`config.mk`:
```
export PLATFORM = sky130hd
export DESIGN_NAME = regfile_wb_arbiter
export DESIGN_NICKNAME = d
export VERILOG_FILES = /design/src/rtl/rv32_pkg.sv /design/src/rtl/rr_arbiter.sv /design/src/rtl/regfile_wb_arbiter.sv
export SDC_FILE = /design/constraint.sdc
export NUM_CORES = 1
export LEC_CHECK = 0
export CORE_MARGIN = 2
export CORE_UTILIZATION = 49
export DETAILED_ROUTE_END_ITERATION = 6
export PLACE_DENSITY = 0.88
export SYNTH_ARGS = -nofsm -noshare
export SYNTH_HDL_FRONTEND = slang
export SYNTH_SLANG_ARGS = --single-unit
```
`constraint.sdc`:
```
create_clock -name clk -period 3.35 [get_ports clk]
set_input_delay 0.5025 -clock clk [delete_from_list [all_inputs] [get_ports clk]]
set_output_delay 0.5025 -clock clk [all_outputs]
set_load 0.005 [all_outputs]
```
`src/rtl/rv32_pkg.sv`:
```
// RV32 register-file constants and ABI register names shared by the writeback path and decode.
package rv32_pkg;

    localparam int XLEN = 32;
    localparam int NREG = 32;
    localparam int AW   = $clog2(NREG);

    typedef enum logic [AW-1:0] {
        ZERO, RA, SP, GP, TP, T0, T1, T2,
        S0, S1, A0, A1, A2, A3, A4, A5,
        A6, A7, S2, S3, S4, S5, S6, S7,
        S8, S9, S10, S11, T3, T4, T5, T6
    } reg_idx_e;

endpackage

```
`src/rtl/rr_arbiter.sv`:
```
// Round-robin arbiter: combinational one-hot grant, searching upward from the pointer.
// Zero latency; on advance the pointer moves one past the winner, requesters hold until granted.
module rr_arbiter #(
    parameter int N = 2
) (
    input  logic         clk,
    input  logic         rst_n,
    input  logic [N-1:0] req,
    input  logic         advance,
    output logic [N-1:0] gnt
);

    localparam int PW  = (N > 1) ? $clog2(N) : 1;
    localparam int PW1 = PW + 1;

    logic [PW-1:0] ptr_q, ptr_d, win;
    logic [PW:0]   sum;
    logic          found;

    always_comb begin
        gnt   = '0;
        win   = '0;
        found = 1'b0;
        sum   = '0;
        for (int k = 0; k < N; k++) begin
            sum = {1'b0, ptr_q} + PW1'(k);
            if (sum >= PW1'(N)) begin
                sum = sum - PW1'(N);
            end
            if (!found && req[sum[PW-1:0]]) begin
                found               = 1'b1;
                win                 = sum[PW-1:0];
                gnt[sum[PW-1:0]]    = 1'b1;
            end
        end
    end

    always_comb begin
        ptr_d = ptr_q;
        if (advance && found) begin
            ptr_d = (win == PW'(N - 1)) ? '0 : win + PW'(1);
        end
    end

    always_ff @(posedge clk or negedge rst_n) begin
        if (!rst_n) begin
            ptr_q <= '0;
        end else begin
            ptr_q <= ptr_d;
        end
    end

endmodule

```
`src/rtl/regfile_wb_arbiter.sv`:
```
// Shares the register-file write port among NREQ writeback units and tracks per-register busy bits.
// Write latency 1 (grant -> registered RegWrite/WR/WD); losers and WAW reservations are held off via ready=0.
module regfile_wb_arbiter #(
    parameter int NREQ = 2,
    parameter int XLEN = rv32_pkg::XLEN,
    parameter int NREG = rv32_pkg::NREG,
    localparam int AW  = $clog2(NREG)
) (
    input  logic                 clk,
    input  logic                 rst_n,
    input  logic                 rsv_valid,
    input  logic [AW-1:0]        rsv_rd,
    output logic                 rsv_ready,
    input  logic [NREQ-1:0]      req_valid,
    input  logic [NREQ*AW-1:0]   req_wr,
    input  logic [NREQ*XLEN-1:0] req_wd,
    output logic [NREQ-1:0]      req_ready,
    output logic                 rf_regwrite,
    output logic [AW-1:0]        rf_wr,
    output logic [XLEN-1:0]      rf_wd,
    input  logic [AW-1:0]        qry_r1,
    input  logic [AW-1:0]        qry_r2,
    output logic                 qry_busy1,
    output logic                 qry_busy2,
    output logic                 err_unreserved
);

    localparam logic [AW-1:0] X0 = AW'(rv32_pkg::ZERO);

    logic [NREG-1:0] busy_q, busy_d;
    logic            rf_regwrite_q;
    logic [AW-1:0]   rf_wr_q;
    logic [XLEN-1:0] rf_wd_q;
    logic            err_q;

    logic [NREQ-1:0] gnt;
    logic            any_gnt;
    logic [AW-1:0]   g_wr;
    logic [XLEN-1:0] g_wd;
    logic            rsv_fire;

    rr_arbiter #(
        .N (NREQ)
    ) u_arb (
        .clk     (clk),
        .rst_n   (rst_n),
        .req     (req_valid),
        .advance (|req_valid),
        .gnt     (gnt)
    );

    assign req_ready = gnt;
    assign any_gnt   = |gnt;

    always_comb begin
        g_wr = '0;
        g_wd = '0;
        for (int i = 0; i < NREQ; i++) begin
            if (gnt[i]) begin
                g_wr = req_wr[i*AW +: AW];
                g_wd = req_wd[i*XLEN +: XLEN];
            end
        end
    end

    // x0 never becomes busy, so its reservation is always accepted.
    assign rsv_ready = rsv_valid && ((rsv_rd == X0) || !busy_q[rsv_rd]);
    assign rsv_fire  = rsv_ready && (rsv_rd != X0);

    always_comb begin
        busy_d = busy_q;
        if (rf_regwrite_q) begin
            busy_d[rf_wr_q] = 1'b0;
        end
        if (rsv_fire) begin
            busy_d[rsv_rd] = 1'b1;
        end
        busy_d[0] = 1'b0;
    end

    always_ff @(posedge clk or negedge rst_n) begin
        if (!rst_n) begin
            busy_q        <= '0;
            rf_regwrite_q <= 1'b0;
            rf_wr_q       <= '0;
            rf_wd_q       <= '0;
            err_q         <= 1'b0;
        end else begin
            busy_q        <= busy_d;
            rf_regwrite_q <= any_gnt && (g_wr != X0);
            if (any_gnt) begin
                rf_wr_q <= g_wr;
                rf_wd_q <= g_wd;
            end
            if (rf_regwrite_q && !busy_q[rf_wr_q]) begin
                err_q <= 1'b1;
            end
        end
    end

    assign rf_regwrite    = rf_regwrite_q;
    assign rf_wr          = rf_wr_q;
    assign rf_wd          = rf_wd_q;
    assign qry_busy1      = busy_q[qry_r1];
    assign qry_busy2      = busy_q[qry_r2];
    assign err_unreserved = err_q;

endmodule

```
==> parameters.txt <==
Parameter                              Value

Die
  Initial Utilization    49.6%
  Site Rows    33
  Top-level port count    138
  Core area    8090 sq um
  Overall die height    94.5 microns
  Die width    94.5 microns
  Die ar.    8930 sq um

Worst setup path
  Endpoint arrival time on the critical path    2.78 ns
  Crit Path Class    input port to primary output
  Cell-by-cell trace of the critical path    clkdlybuf4s50_1 -> mux4_2 -> mux4_2 -> mux2_2 -> clkdlybuf4s50_1
  Type of origin of the critical path    input port
  Delay of the slowest cell on the worst path    0.73 ns
  Critical path endpoint category    primary output
  Critical Path Slowest Stage Cell    sky130_fd_sc_hd__clkdlybuf4s50_1
  Required time at the endpoint of the critical path    2.85 ns
  Reg2reg setup slack    1.30 ns
  Critical path peak fanout    9

Route
  Routed wirelength normalized by instance count    21.9 microns
  Remaining number of nets flagged by the antenna check after routing    0
  Final Routed Wirelength    14,000 microns
  Residual DRC    0
  Via-per-instance ratio    6.38
  Iter 0 DRT Violations    376
  First-pass iteration count of the detailed router    7
  Vias after detailed routing    4,079

Clock tree
  Clk buf depth    2
  Number of sinks on the clock net    71
  Root Buffer Master    sky130_fd_sc_hd__clkbuf_8
  TritonCTS clock tree    done
  CTS Buf Count    9
  Number of post-CTS setup repair buffers    0
  H-tree levels    3
  CTS Hold Bufs    0
  Worst skew pair latency    0.35 ns
  Register clock-pin slew on the reported worst setup and hold paths    0.07 ns

GRT
  Wire length of the first global-routing pass    21,400 microns
  Pin count of the biggest net entering global routing    38
  Total Routing Usage GR    32.6%
  Antenna violations before repair    0
  Total congestion overflow after global routing    0
  Vias in the first global route    4,136

Logic synthesis
  Most area-consuming cells after synthesis    sky130_fd_sc_hd__dfrtp_1, sky130_fd_sc_hd__mux4_2, sky130_fd_sc_hd__nor2_1
  Register area share after synthesis    44.3%
  Count of state elements after synthesis    71
  Netlist area before placement    4010 sq um
  Post-synth top flop    sky130_fd_sc_hd__dfrtp_1
  Most area-hungry cell type in the Yosys netlist    sky130_fd_sc_hd__dfrtp_1
  Number of distinct standard cells referenced by the synthesized netlist    40
  Fraction of post-synthesis cell area in the top cell type by area    44.3%
  Number of enable flip-flop cells after synthesis    0
  Share of synthesized registers carrying an async set or reset    100%
  Mapped Avg Cell Area    10.1 sq um
  Synthesized Nets    491
  Total number of yosys warnings    0
  Synthesized instance count    397

Hold path
  Worst min path class    input port to async pin

Final layout
  P&R area growth vs syn    43.2%
  Layout Nets    624
  Commonest non-fill, non-tap cells in the layout    sky130_fd_sc_hd__clkdlybuf4s50_1, sky130_fd_sc_hd__nor2_1, sky130_fd_sc_hd__dfrtp_1
  # diodes    0
  Summed area of non-filler cells in the final layout    5750 sq um
  Most common library cell in the layout ignoring fill and taps    sky130_fd_sc_hd__clkdlybuf4s50_1
  Share of final-layout standard cells stronger than drive strength 1    12.5%

Timing
  Max-slew violation total from the final report    0
  Maximum clock skew at final layout    0.0123 ns
  Final setup vio count    0
  Tmin final    3.28 ns
  Worst Tran Pin Value    0.853 ns
  Worst hold margin    0.256 ns
  Final count of hold timing violations    0
  F_max    305 MHz
  Final cycle utilization of the critical path    98.0%
  Slew Limit Headroom    42.7%
  Setup repair after global routing missed its margin    no

Place
  HPWL after DPL    10,000 microns
  Routability congestion estimate    1.01
  Quantity of I/O buffers inserted on ports    137
  Post-placement cell area    5520 sq um

Power and ir drop
  Cell leakage power    2.23 nW
  Power per cell area    574 nW/um^2
  Design Power    3.30 mW
  Worst VDD drop    0.000405 V

Status
  Result of the run    finished, final reports clean

Run
  Max-cap check violation count    0
## repair_timing
action	in CTS	in global routing
setup endpoints to repair	2	3
pin swaps	1	1
gates resized for setup	2	2
gates cloned	1	1
## worst max-delay path: cells and delay by family
family                 cells  cell delay [ns]
muxes                      3             1.11
buffers and inverters      2             1.17
## power by group
group | leakage (nW) | internal (mW) | switching (mW)
Sequential | 0.805 | 1.10 | 0.454
Combinational | 1.34 | 0.733 | 0.415
Clock | 0.0850 | 0.281 | 0.312
## cells by family after synthesis
group	share of synthesized area (%)
simple gates	15.0
flops	44.3
compound gates	17.2
mux	20.2
buf+inv	3.34
## sequential cells by signal (all words and copies together) (netlist names), named ones only
| signal | flops |
|---|---|
| rf_wd | 32 |
| rf_wr | 5 |
| busy_q | 31 |
| err_unreserved | 1 |
| rf_regwrite | 1 |
## through the flow
stage          instances  setup TNS, ns  utilization [%]  setup WS [ns]
3_5_place_dp         622        -0.0192             68.2        -0.0192
5_1_grt              639              0             71.0         0.0177
2_1_floorplan        397              0                -          0.877
4_1_cts              638              0             70.6         0.0109
3_3_place_gp         622              0             68.2         0.0103
6_report             639              0             71.0         0.0666
## cell usage after synthesis, drive strengths merged (2+ instances only)
cell / number
a21oi: 7
buf: 6
clkbuf: 22
dfrtp: 71
inv: 6
mux2: 4
mux2i: 9
mux4: 30
nand2: 12
nand2b: 3
nand3: 7
nand3b: 5
nand4b: 2
nor2: 78
nor2b: 5
nor3: 5
o21ai: 61
o22ai: 38
o31ai: 4
or3b: 2
or4: 3
## worst paths after layout
path	startpoint	endpoint	cells after the start
min in group clk	err_unreserved	err_unreserved	1
max in group asynchronous	rst_n	busy_q[20]	2
min reg2reg	err_unreserved	err_unreserved	1
max	qry_r2[1]	qry_busy2	5
max reg2reg	rf_wr[0]	err_unreserved	4
min	rst_n	busy_q[27]	1
## per-layer routing
| metal | GRT usage (%) | part of all wire, % | vias to the layer above |
|---|---|---|---|
| met2 | 55.1 | 50 | 273 |
| met5 | 0 | 0 | - |
| met3 | 10.9 | 11 | 44 |
| li1 | - | - | 1761 |
| met4 | 12.9 | 3.0 | 0 |
| met1 | 38.7 | 36 | 2001 |
## layout make-up
class / instances / area (sq um)
tap: 105 / 131
fill: 614 / 2350
sequential: 71 / 1780
inverter: 6 / 22.5
clock buffer: 11 / 141
timing repair buffer: 150 / 1550
multi-input combinational: 292 / 2110
clock inverter: 4 / 22.5
Power figures use the tool's default switching activity.
==> RTL edit: new RTL, same settings <==
The parameter `NREQ` goes from 2 to 1.
--- a/src/rtl/regfile_wb_arbiter.sv
+++ b/src/rtl/regfile_wb_arbiter.sv
@@ -1,7 +1,7 @@
 // Shares the register-file write port among NREQ writeback units and tracks per-register busy bits.
 // Write latency 1 (grant -> registered RegWrite/WR/WD); losers and WAW reservations are held off via ready=0.
 module regfile_wb_arbiter #(
-    parameter int NREQ = 2,
+    parameter int NREQ = 1,
     parameter int XLEN = rv32_pkg::XLEN,
     parameter int NREG = rv32_pkg::NREG,
     localparam int AW  = $clog2(NREG)
Interface: changed (resized req_ready, req_valid, req_wd and req_wr); port bits go from 138 to 99. The function was not compared with the original's and may differ.
==> RTL edit against the original RTL <==
  * Utilization decreased by 3.6 points
  * Total power decreased by 11%
  * Clock skew decreased by 0.0060 ns
  * Sequential cell count decreased by 1
  * Combinational power decreased by 15%
  * Routed wire length decreased by 18%
  * Critical endpoint unchanged
  * First-iteration DRC count increased by 9.6%
  * Hold slack improved by 0.078 ns
  * Area after synthesis increased by 0.16%
  * Maximum frequency increased by 0.86%
  * Highest routed layer unchanged
  * Design area decreased by 5.0%
  * Sequential share of layout area increased by 1.2 points
  * Count of clock-buffer cells in the layout decreased by 2
  * Worst setup slack improved by 0.028 ns
==> RTL edit: results (changes against the original RTL) <==
stage	metric	value	unit	change
clocking	CTS Buf Count	9		unchanged
place	Placed Cells	544		-13%
clocking	number of hold buffers added after CTS	0		unchanged
global_route	initial antenna violation count	0		unchanged
finish	Antenna Cells	0		unchanged
synthesis	synth unique cells	45		+13%
global_route	Total Routing Usage GR	0.272		-0.0541
clocking	clock buffer depth	2		unchanged
worst_setup_path	Reg2Reg Capture Point	err_unreserved		
finish	max reg flops	32		unchanged
synthesis	Syn Inst Count	336		-15%
synthesis	Async S/R FF share, synth	1.00		unchanged
synthesis	yosys warns	0		unchanged
clocking	clock latency on the worst-skew pair	0.36	ns	
pwr	LEAKAGE	0.00214	uW	-3.7%
global_route	global-route wire length before repair	18100	um	-16%
global_route	largest net degree at the start of global routing	71		+87%
clocking	clk root buf	clkbuf_8		
worst_setup_path	r2r setup slk	0.86	ns	-0.44 ns
worst_setup_path	crit path capture	qry_busy2		
routing	final antenna-violating net count	0		unchanged
place	Post-DP HPWL	8250	um	-18%
clocking	htree depth	3		unchanged
finish	fill count	630		+2.6%
clocking	clock-pin slew on the worst setup and hold paths	0.08	ns	
synthesis	register area share after synthesis	0.436		-0.00692
routing	DRT Pass-1 Iters	6		-1
finish	layout cell share with drive strength beyond 1	0.284		+0.158
pwr	Worst VDD drop	0.357	mV	-12%
synthesis	syn nets	392		-20%
routing	initial DRC count	412		+9.6%
routing	wire length per cell	20.5	um	-6.4%
synthesis	most used flip-flop cell after synthesis	dfrtp_1		
place	Buffers on Ports	98		-28%
worst_setup_path	critical path data arrival time	2.75	ns	-0.03 ns
worst_setup_path	number of cells on the worst reg-to-reg path	5		+1
finish	Final #Nets	506		-19%
sta	Setup Skew	0.00637	ns	-0.00596 ns
worst_setup_path	R2R Path Start	rf_wr[0]		
sta	Slew HR	0.407		-0.0200
worst_setup_path	Max Fanout on Critical Path	9		unchanged
synthesis	synth cell count leaders	dfrtp_1 (70), o21ai_0 (45), mux2_2 (43)		
clocking	Setup Fix Bufs, Post-CTS	0		unchanged
synthesis	synth top area cells	dfrtp_1 (44%), mux4_2 (12%), mux2_2 (12%), o21ai_0 (5.6%), mux2i_1 (4.0%)		
place	RD Place Congestion	0.969		-4.5%
worst_setup_path	critical path startpoint	qry_r2[0]		
routing	vias per cell	6.23		-2.5%
routing	final wirelength	11500	um	-18%
worst_hold_path	worst min path class	in2async		
global_route	vias in the first global route	3514		-15%
run_status	status	finished clean		
==> RTL edit: cell count changes after synthesis, sizes merged, moves of 4 or more <==
cell | unedited run | this run
nor2 | 78 | 9
clkbuf | 22 | 14
o31ai | 4 | 18
nand2 | 12 | 16
mux4 | 30 | 23
o21ai | 61 | 45
a21oi | 7 | 3
mux2 | 4 | 43
mux2i | 9 | 16
o22ai | 38 | 2
==> RTL edit: layout make-up <==
cell class,count,area share
Clock buffer,9,0.0227
Clock inverter,7,0.0121
Inverter,9,0.00619
Multi-Input combinational cell,235,0.393
Sequential cell,70,0.321
Tap cell,105,0.0241
Timing Repair Buffer,125,0.221
==> RTL edit: cells by family (layout without fill, tap and decap cells) <==
logic type / count (synthesis) / after routing / synth area share
compound gates: 83 / 83 / 0.142
buf+inv: 31 / 150 / 0.0333
flops: 70 / 70 / 0.436
mux: 82 / 82 / 0.290
simple gates: 70 / 70 / 0.0987
==> RTL edit: how the worst min path moves through the flow <==
stage	slack, ns	cells after the start	startpoint	end
global route	0.41	2	rst_n	rf_wd[3]
finish	0.33	2	rst_n	rf_wd[3]
global placement	0.46	1	err_unreserved	err_unreserved
detailed placement	0.47	1	err_unreserved	err_unreserved
CTS	0.37	2	rst_n	rf_wd[24]
floorplan	0.21	0	rst_n	busy_q[10]
==> RTL edit: layer usage <==
layer,up-vias,track usage,wire length (um)
li1,1519,-,-
met1,1692,0.341,4350
met2,236,0.428,5520
met3,40,0.0950,1210
met4,0,0.124,393
met5,-,0,0
==> RTL edit: repair_timing <==
item,in CTS,in global routing
gates cloned,0,0
endpoints found under the hold margin,0,0
resized for setup,2,5
setup endpoints to repair,1,1
pin swaps,0,2
==> RTL edit: through the flow <==
step	setup slack [ns]	instance area (um2)
3_5_place_dp	-0.121	5250
3_3_place_gp	-0.108	5250
2_1_floorplan	0.951	4020
4_1_cts	0.0214	5440
6_report	0.0946	5460
5_1_grt	0.00184	5460
==> RTL edit: power breakdown <==
| group | switching [uW] | internal [uW] | leakage [uW] | total, uW |
|---|---|---|---|---|
| clock network | 371 | 283 | 0.0000896 | 654 |
| logic | 386 | 589 | 0.00125 | 975 |
| registers | 250 | 1040 | 0.000800 | 1290 |
| total | 1010 | 1910 | 0.00214 | 2920 |
==> RTL edit: worst max-delay path: stages <==
cell and delay (ns):
clkdlybuf4s50_1 0.51, buf_12 0.15, mux4_2 0.54, mux4_2 0.48, inv_1 0.06, a21oi_1 0.06, clkdlybuf4s50_1 0.45
